`config.mk`:
```
export PLATFORM = sky130hd
export DESIGN_NAME = ws2812_rx
export DESIGN_NICKNAME = d
export VERILOG_FILES = /design/src/rtl/ws2812_rx.sv
export SDC_FILE = /design/constraint.sdc
export NUM_CORES = 1
export LEC_CHECK = 0
export ABC_CLOCK_PERIOD_IN_PS = 4830
export BUFFER_PORTS_ARGS = -buffer_cell sky130_fd_sc_hd__buf_2
export CAP_MARGIN = 0
export CORE_UTILIZATION = 63
export DETAILED_ROUTE_END_ITERATION = 10
export GPL_TIMING_DRIVEN = 0
export PLACE_DENSITY = 0.84
export SYNTH_ARGS = -nofsm -noshare
export SYNTH_HDL_FRONTEND = slang
export SYNTH_SLANG_ARGS = --single-unit
export TNS_END_PERCENT = 50
```
`constraint.sdc`:
```
create_clock -name clk -period 4.83 [get_ports clk]
set_input_delay 0.2415 -clock clk [delete_from_list [all_inputs] [get_ports clk]]
set_output_delay 0.2415 -clock clk [all_outputs]
set_load 0.005 [all_outputs]
```
`src/rtl/ws2812_rx.sv`:
```
`timescale 1ns/1ps
// ws2812_rx: WS2812 single-wire stream decoder.
// Classifies each high pulse as a 0 or 1 bit by its width and assembles GRB
// words MSB first. It strobes once per pixel, with the pixel's index in the
// frame, and once per frame at the latch gap. Errors go to a sticky flag that
// keeps the first error code.
module ws2812_rx #(
  parameter int THRESH_CYCLES  = 60,
  parameter int MIN_HIGH       = 15,
  parameter int MAX_HIGH       = 120,
  parameter int RESET_CYCLES   = 5000,
  parameter int BITS_PER_PIXEL = 24,
  parameter int PX_COUNT_WIDTH = 6
) (
  input  logic                      clk,
  input  logic                      reset_n,
  input  logic                      din,
  input  logic                      clear_err,
  output logic [BITS_PER_PIXEL-1:0] pixel_out,
  output logic                      pixel_valid,
  output logic [PX_COUNT_WIDTH-1:0] pixel_idx,
  output logic                      frame_done,
  output logic [PX_COUNT_WIDTH-1:0] frame_px_count,
  output logic                      err,
  output logic [1:0]                err_code
);

  localparam int HW = $clog2(MAX_HIGH + 1);
  localparam int LW = $clog2(RESET_CYCLES + 1);
  localparam int BW = $clog2(BITS_PER_PIXEL + 1);

  localparam logic [HW-1:0]             HIGH_MAX = HW'(MAX_HIGH);
  localparam logic [HW-1:0]             HIGH_MIN = HW'(MIN_HIGH);
  localparam logic [HW-1:0]             HIGH_THR = HW'(THRESH_CYCLES);
  localparam logic [LW-1:0]             LOW_MAX  = LW'(RESET_CYCLES);
  localparam logic [BW-1:0]             LAST_BIT = BW'(BITS_PER_PIXEL - 1);
  localparam logic [PX_COUNT_WIDTH-1:0] IDX_MAX  = '1;

  typedef enum logic [1:0] {SYNC, IDLE, HIGH, LOW} state_t;

  typedef enum logic [1:0] {
    ERR_NONE    = 2'b00,
    ERR_PULSE   = 2'b01,
    ERR_PARTIAL = 2'b10,
    ERR_OVF     = 2'b11
  } err_code_t;

  logic din_meta, din_s, din_d;
  logic rise, fall;

  state_t state_q, state_d;

  logic [HW-1:0]             high_cnt;
  logic [LW-1:0]             low_cnt;
  logic [BW-1:0]             bit_cnt;
  // The last bit of a word arrives straight from the classifier, so only
  // BITS_PER_PIXEL-1 bits need storage.
  logic [BITS_PER_PIXEL-2:0] shreg;
  logic [PX_COUNT_WIDTH-1:0] px_idx;
  logic                      px_ovf;

  logic      bad_pulse, take_bit, latch;
  logic      bit_val, word_done, overflow, partial, new_err;
  err_code_t new_code;

  // Two-flop synchronizer on the async line plus one delayed copy for edges.
  // NOTE: all sequential state uses non-blocking assignments so every flop
  // samples the pre-edge value of its neighbour.
  always_ff @(posedge clk or negedge reset_n) begin
    if (!reset_n) begin
      din_meta <= 1'b0;
      din_s    <= 1'b0;
      din_d    <= 1'b0;
    end else begin
      din_meta <= din;
      din_s    <= din_meta;
      din_d    <= din_s;
    end
  end

  assign rise = din_s & ~din_d;
  assign fall = ~din_s & din_d;

  // FSM state register.
  always_ff @(posedge clk or negedge reset_n) begin
    if (!reset_n) state_q <= SYNC;
    else          state_q <= state_d;
  end

  // Next-state logic and per-cycle event decodes.
  // NOTE: every output of this block gets a default first, so no path can
  // leave a value unassigned and infer a latch.
  always_comb begin
    state_d   = state_q;
    bad_pulse = 1'b0;
    take_bit  = 1'b0;
    latch     = 1'b0;
    case (state_q)
      SYNC: if (low_cnt == LOW_MAX) state_d = IDLE;
      IDLE: if (rise) state_d = HIGH;
      HIGH: begin
        if (high_cnt == HIGH_MAX) begin
          bad_pulse = 1'b1;
          state_d   = SYNC;
        end else if (fall) begin
          if (high_cnt < HIGH_MIN) begin
            bad_pulse = 1'b1;
            state_d   = SYNC;
          end else begin
            take_bit = 1'b1;
            state_d  = LOW;
          end
        end
      end
      LOW: begin
        if (low_cnt == LOW_MAX) begin
          latch   = 1'b1;
          state_d = IDLE;
        end else if (rise) begin
          state_d = HIGH;
        end
      end
      default: state_d = SYNC;
    endcase
  end

  assign bit_val   = (high_cnt >= HIGH_THR);
  assign word_done = take_bit && (bit_cnt == LAST_BIT);
  assign overflow  = word_done && (px_idx == IDX_MAX);
  assign partial   = latch && (bit_cnt != '0);
  assign new_err   = bad_pulse | partial | overflow;

  // Code of an error raised this cycle (the sources are mutually exclusive).
  always_comb begin
    new_code = ERR_NONE;
    if (bad_pulse)    new_code = ERR_PULSE;
    else if (partial) new_code = ERR_PARTIAL;
    else if (overflow) new_code = ERR_OVF;
  end

  // Pulse-width and gap counters; both saturate at their limit.
  always_ff @(posedge clk or negedge reset_n) begin
    if (!reset_n) begin
      high_cnt <= '0;
      low_cnt  <= '0;
    end else begin
      if (state_d == HIGH && state_q != HIGH) high_cnt <= HW'(1);
      else if (state_q == HIGH && high_cnt != HIGH_MAX) high_cnt <= high_cnt + HW'(1);

      if (take_bit)                  low_cnt <= LW'(1);
      else if (state_q == SYNC)      low_cnt <= din_s ? '0 : (low_cnt == LOW_MAX ? LOW_MAX : low_cnt + LW'(1));
      else if (state_q == LOW)       low_cnt <= (low_cnt == LOW_MAX) ? LOW_MAX : low_cnt + LW'(1);
      else                           low_cnt <= '0;
    end
  end

  // Bit assembly, pixel strobes, frame index bookkeeping and frame strobes.
  always_ff @(posedge clk or negedge reset_n) begin
    if (!reset_n) begin
      shreg          <= '0;
      bit_cnt        <= '0;
      px_idx         <= '0;
      px_ovf         <= 1'b0;
      pixel_out      <= '0;
      pixel_valid    <= 1'b0;
      pixel_idx      <= '0;
      frame_done     <= 1'b0;
      frame_px_count <= '0;
    end else begin
      pixel_valid <= 1'b0;
      frame_done  <= 1'b0;
      if (take_bit) shreg <= {shreg[BITS_PER_PIXEL-3:0], bit_val};

      if (state_q == IDLE || latch) begin
        bit_cnt <= '0;
        px_idx  <= '0;
        px_ovf  <= 1'b0;
      end else if (word_done) begin
        bit_cnt     <= '0;
        pixel_valid <= 1'b1;
        pixel_out   <= {shreg, bit_val};
        pixel_idx   <= px_idx;
        // The last index is reused rather than wrapping back to 0.
        if (px_idx == IDX_MAX) px_ovf <= 1'b1;
        else                   px_idx <= px_idx + PX_COUNT_WIDTH'(1);
      end else if (take_bit) begin
        bit_cnt <= bit_cnt + BW'(1);
      end

      if (latch) begin
        frame_done     <= 1'b1;
        frame_px_count <= px_ovf ? IDX_MAX : px_idx;
      end
    end
  end

  // Sticky error flag; the first code is kept, and a new error beats clear_err.
  always_ff @(posedge clk or negedge reset_n) begin
    if (!reset_n) begin
      err      <= 1'b0;
      err_code <= ERR_NONE;
    end else if (new_err) begin
      err <= 1'b1;
      if (!err || clear_err) err_code <= new_code;
    end else if (clear_err) begin
      err      <= 1'b0;
      err_code <= ERR_NONE;
    end
  end

endmodule

```
# Yosys cells after proc, flatten, opt, wreduce, memory -nomap -nowiden

Cells that the tools add are included.

Register bits after elaboration: 101
Latch bits: 0
Output and inout port bits: 41
Memories kept: 0
Logic and storage cells: 106
Memory bits (read-only): 0
Bits in writable memories: 0

Muxes and demuxes: 45
Equality and inequality tests: 12
$lt $le $gt $ge: 2
Bitwise gates (word level): 7
Divide/modulo/power cells: 0
Shift operators: 0
Reduce and logical (&&, ||, !) cells: 19
$mul: 0
$add $sub $neg: 4

Operators with widths:

| kind                                                                                | count |
|---|---|
| 13-bit two-way mux                                                                  | 5 |
| 2-bit two-way mux                                                                   | 12 |
| 6-bit two-way mux                                                                   | 4 |
| 1-bit two-way mux                                                                   | 18 |
| 5-bit two-way mux                                                                   | 3 |
| 7-bit two-way mux                                                                   | 2 |
| 13-bit by 1-bit adder with 13-bit output, second input constant                     | 1 |
| 13-bit == test, second input constant                                               | 1 |
| 2-bit one-hot mux with 4 select lines                                               | 1 |
| 2-bit AND reduction                                                                 | 4 |
| 2-bit nonzero test                                                                  | 4 |
| 7-bit by 1-bit adder with 7-bit output, second input constant                       | 1 |
| 7-bit == test, second input constant                                                | 1 |
| 7-bit by 6-bit greater-or-equal comparator with 1-bit output, second input constant | 1 |
| 7-bit by 4-bit < comparator with 1-bit output, second input constant                | 1 |
| 7-bit inequality test, second input constant                                        | 1 |
| 6-bit by 1-bit adder with 6-bit output, second input constant                       | 1 |
| 2-bit == test, second input constant                                                | 3 |
| 6-bit == test, second input constant                                                | 1 |
| 5-bit by 1-bit adder with 5-bit output, second input constant                       | 1 |
| 5-bit == test, second input constant                                                | 1 |
| 1-bit logical AND                                                                   | 5 |
| 5-bit nonzero test                                                                  | 1 |
| 2-bit by 1-bit inequality test with 1-bit output, second input constant             | 2 |
| other kinds (9)                                                                     | 14 |

# Longest topological paths before layout

Depth after elaboration: 12
Gate-level depth with buffers: 8

# Least setup slack after synthesis

No wires, ideal clock.

Kind: reg-to-reg
Start: reg low_cnt[6]
End: reg err_code[0]
Slack: 2960 ps
Data arrival time: 1748 ps
Clock period less this slack: 1870 ps
Setup time: 121 ps
Stages on the path, launching flop included: 6
Cells stage by stage: dfrtp_1 or4b_4 nor4_4 o41ai_1 a2bb2oi_1 o22a_1

Longest elaborated chain between the ends: 8

Ends and longest elaborated chain:

| item                                                                               | line     | text |
|---|---|---|
| from (decl)                                                                        | 54       | `logic [LW-1:0] low_cnt;` |
| from (signal assigned)                                                             | 151      | `else if (state_q == SYNC) low_cnt <= din_s ? '0 : (low_cnt == LOW_MAX ? LOW_MAX : low_cnt + LW'(1));` |
| from (signal assigned)                                                             | 152      | `else if (state_q == LOW) low_cnt <= (low_cnt == LOW_MAX) ? LOW_MAX : low_cnt + LW'(1);` |
| 13-bit == test (*)                                                                 | 116      | `if (low_cnt == LOW_MAX) begin` |
| 1-bit two-way mux (*)                                                              | 116      |  |
| 1-bit two-way mux (*)                                                              | 98       | `case (state_q)` |
| 1-bit logical AND (*)                                                              | 130      | `assign partial = latch && (bit_cnt != '0);` |
| 1-bit bitwise OR or 2-bit two-way mux (tied branches)                              | 131, 137 |  |
| 1-bit bitwise OR or 2-bit two-way mux (tied branches)                              | 131, 136 |  |
| 2-bit by 1-bit inequality test with 1-bit output (no line) (tied with other cells) | n/a      |  |
| 2-bit AND reduction (no line) or 2-bit two-way mux (tied branches)                 | n/a      |  |
| to (signal assigned)                                                               | 204      | `if (!err \|\| clear_err) err_code <= new_code;` |
| to (decl)                                                                          | 25       | `output logic [1:0] err_code` |

Mark *: on every way between the ends. The rest lies on a longest branch, timed or not. The select of a mux whose other input is x is not followed.
A chain may end at the register's enable or synchronous reset.

# Worst setup path after layout

Start: reg high_cnt[6]
End: reg shreg[19]

Longest elaborated chain between the ends: 5

Ends and longest elaborated chain:

| item                                          | line | text |
|---|---|---|
| from (decl)                                   | 53   | `logic [HW-1:0] high_cnt;` |
| from (signal assigned)                        | 148  | `else if (state_q == HIGH && high_cnt != HIGH_MAX) high_cnt <= high_cnt + HW'(1);` |
| 7-bit by 4-bit < comparator with 1-bit output | 106  | `if (high_cnt < HIGH_MIN) begin` |
| 1-bit two-way mux                             | 106  |  |
| 1-bit two-way mux                             | 105  | `end else if (fall) begin` |
| 1-bit two-way mux (*)                         | 102  | `if (high_cnt == HIGH_MAX) begin` |
| 1-bit two-way mux (*)                         | 98   |  |
| to (signal assigned)                          | 172  | `if (take_bit) shreg <= {shreg[BITS_PER_PIXEL-3:0], bit_val};` |
| to (decl)                                     | 58   | `logic [BITS_PER_PIXEL-2:0] shreg;` |

Mark *: on every way between the ends. The rest lies on a longest branch, timed or not.

==> run_results.csv <==
group,metric,value,unit
worst_setup_path,ff2ff_path_depth,6,
route,dr.pass1.iters,4,
floorplanning,initial_utilization,66.9,%
finish,fillers,450,
worst_hold_path,min_to,"err_code[1]",
finish,nets,476,
route,dr_total_vias,3066,
worst_hold_path,holdPathStages,4,
yosys,synth_area_per_cell,10.7,um2
sta,slew_violations,0,
clock_network,numCtsBuffers,9,
route,drt_wl_total,8160,um
power_and_ir_drop,power_density,284,mW/mm2
route,wl_per_cell,14.9,um
floorplanning,row_count,29,
yosys,seq_area_frac_synth,58.2,%
route,drt-vias-per-instance,5.61,
floorplanning,die-area,0.00723,mm2
clock_network,tritoncts,"yes",
worst_setup_path,endpoint_kind,"register",
yosys,ys.flop_type,"dfrtp_1",
status,outcome,"complete, no violations",
power_and_ir_drop,p_int,0.00107,W
sta,finalSetupViolCount,0,
grt,grt_first_pass_wirelength,14100,um
worst_hold_path,worstHoldStart,"clear_err",
clock_network,cts.sink_count,101,
yosys,synth-async-reset-ratio,100,%
clock_network,clk_root_buffer_cell,"clkbuf_8",
route,remaining_drc_errors,0,
route,drt-initial-drc-count,215,
floorplanning,core,0.00649,mm2
power_and_ir_drop,pwr-share-comb,2.2,%
finish,diodes,0,
yosys,yosys_warnings,0,
job,drv_cap,0,
yosys,ys_ff_latch,101,
worst_setup_path,cp_max_fo,10,
placed_design,io_buffers,44,
grt,first_global_vias,3094,
clock_network,clock_path_buffers,2,
finish,seqCellArea,0.00253,mm2
sta,timing.fmax,437,MHz
worst_hold_path,min_path_type,"in -> reg",
finish,multi_input_area,0.00169,mm2
sta,hold_viol_final,0,
worst_setup_path,required,5.08,ns
clock_network,clkTransAtPathRegs,0.10,ns
power_and_ir_drop,peakVddDrop,0.157,mV
yosys,synthTopCellsByArea,"dfrtp_1 58%, nand2_1 7.4%, mux2_2 6.5%",
floorplanning,io_pins,45,
grt,overflow,0,
yosys,synth-edff-count,0,
worst_setup_path,rrSetupSlack,2.54,ns
grt,track_usage,25.1,%
grt,antenna_found_initial,0,
yosys,syn-num-nets,418,
placed_design,globalplace.congestion,0.813,
sta,fin_crit,2.29,ns
worst_setup_path,reg2reg_to,"shreg[19]",
power_and_ir_drop,p_sw,0.000326,W
power_and_ir_drop,pwr-share-clk,36.6,%
power_and_ir_drop,seq_power_share,61.2,%
finish,drive_gt1_share,21.7,%
route,final_antenna_net_count,0,
floorplanning,fp.dieH,85.0,um
finish,layout_commonest_cell,"dfrtp_1",
power_and_ir_drop,switching_share,23.4,%
worst_setup_path,cp-start-kind,"register",
clock_network,clk_latency,0.36,ns
yosys,post_synth_num_cell_types,49,
finish,layout_common_cells,"101 x dfrtp_1, 86 x nand2_1, 53 x buf_2, 35 x nor2_1, 25 x mux2_2",
finish,post-route-util,75.4,%
sta,fin_setup_tns,0,ns
power_and_ir_drop,p_leak,2.60,nW
sta,finalClockSkew,0.00705,ns
floorplanning,die_width,85.0,um
yosys,synth_top_cell_area_share,58.2,%
yosys,yosys.area.top_type,"dfrtp_1",
worst_setup_path,rr_startpoint,"high_cnt[6]",
worst_setup_path,crit_arrival,2.54,ns
sta,rsz0062_at_grt,"false",
sta,fin_crit_sh,47.3,%
sta,worstMarginPinSlew,0.605,ns
placed_design,dp_hpwl,5650,um
worst_setup_path,crit_type,"reg -> reg",
finish,areaGrowthSynthToFinish,12.8,%
yosys,synthesis.instances,407,
sta,max-slew-margin-rel,59.6,%
clock_network,cts.repair.resized,0,
yosys,syn_area,0.00434,mm2
grt,grt_max_degree,56,
clock_network,htreeDepth,3,
==> flip-flops by register name, summed over array words and instances, names as in the netlist, 2 cells and up <==
signal,flops
pixel_out,24
state_q,2
err_code,2
pixel_idx,6
px_idx,6
bit_cnt,5
low_cnt,13
frame_px_count,6
shreg,23
high_cnt,7
==> metal layers <==
| layer | part of all wire, % | global-route usage, % | vias up |
|---|---|---|---|
| li1 | - | - | 1488 |
| met1 | 45 | 32.4 | 1505 |
| met2 | 49 | 41.9 | 55 |
| met3 | 2.8 | 3.89 | 18 |
| met4 | 2.6 | 12.2 | 0 |
| met5 | 0 | 0 | - |
==> worst max-delay path, stage by stage (launching register included) <==
cell     delay (ns)
dfrtp_1        0.43
nor3_1         0.39
a21oi_1        0.24
nand2_1        0.13
buf_2          0.27
buf_2          0.31
mux2_2         0.39
==> worst max path at each step <==
stage / start / to / slack [ns] / cells past startpoint
floorplan: low_cnt[6] / err_code[0] / 2.96 / 5
finish: high_cnt[6] / shreg[19] / 2.54 / 6
detailed placement: high_cnt[6] / shreg[19] / 2.57 / 6
global route: high_cnt[6] / shreg[19] / 2.38 / 6
global placement: reset_n / err / 2.57 / 1
CTS: high_cnt[6] / shreg[19] / 2.54 / 6
==> cells by family after synthesis <==
family | count (synthesis) | synth area share, %
xor+xnor | 19 | 3.83
mux | 29 | 7.46
buf+inv | 29 | 2.79
compound gates | 42 | 6.17
fa+ha+maj | 7 | 2.02
flops | 101 | 58.2
simple gates | 180 | 19.5
==> Yosys cell counts, types with 7 or more instances <==
| cell | instances |
|---|---|
| a21oi_1 | 16 |
| buf_2 | 10 |
| dfrtp_1 | 101 |
| ha_1 | 7 |
| inv_1 | 14 |
| mux2_2 | 25 |
| nand2_1 | 86 |
| nand3_1 | 17 |
| nand4_1 | 7 |
| nor2_1 | 35 |
| o21ai_0 | 8 |
| xnor2_1 | 8 |
| xor2_1 | 11 |
==> power by group through the flow <==
stage | Combinational (W) | Sequential (W) | Clock [W]
after detailed placement | 0.0000311 | 0.000869 | 0
after global placement | 0.0000271 | 0.000869 | 0
final | 0.0000311 | 0.000852 | 0.000510
after floorplan | 0.00000798 | 0.000868 | 0
after global routing | 0.0000373 | 0.000853 | 0.000552
after CTS | 0.0000325 | 0.000852 | 0.000522
==> what timing repair did <==
item / CTS / global route
setup buffers: 0 / 0
hold buffers: 2 / 0
endpoints found under the setup margin: 0 / 0
hold endpoints to repair: 47 / 0
==> layout make-up <==
type / instances / area share (%)
sequential: 101 / 51.6
timing repair buffer: 47 / 5.52
multi-input combinational: 277 / 34.6
clock buffer: 10 / 2.81
buffer: 14 / 1.33
tap: 77 / 1.97
clock inverter: 6 / 1.07
inverter: 15 / 1.15
==> through the flow <==
step	total power (W)	worst slack [ns]	hold WS, ns	cell area (um2)	cells
4_1_cts	0.00141	2.54	0.219	4900	547
3_5_place_dp	0.000900	2.57	0.297	4690	529
6_report	0.00139	2.54	0.214	4900	547
2_1_floorplan	0.000876	2.96	-0.0541	4340	407
3_3_place_gp	0.000896	2.57	0.333	4660	528
5_1_grt	0.00144	2.38	0.274	4900	547
Note: power is estimated with default switching activity, not from simulation.
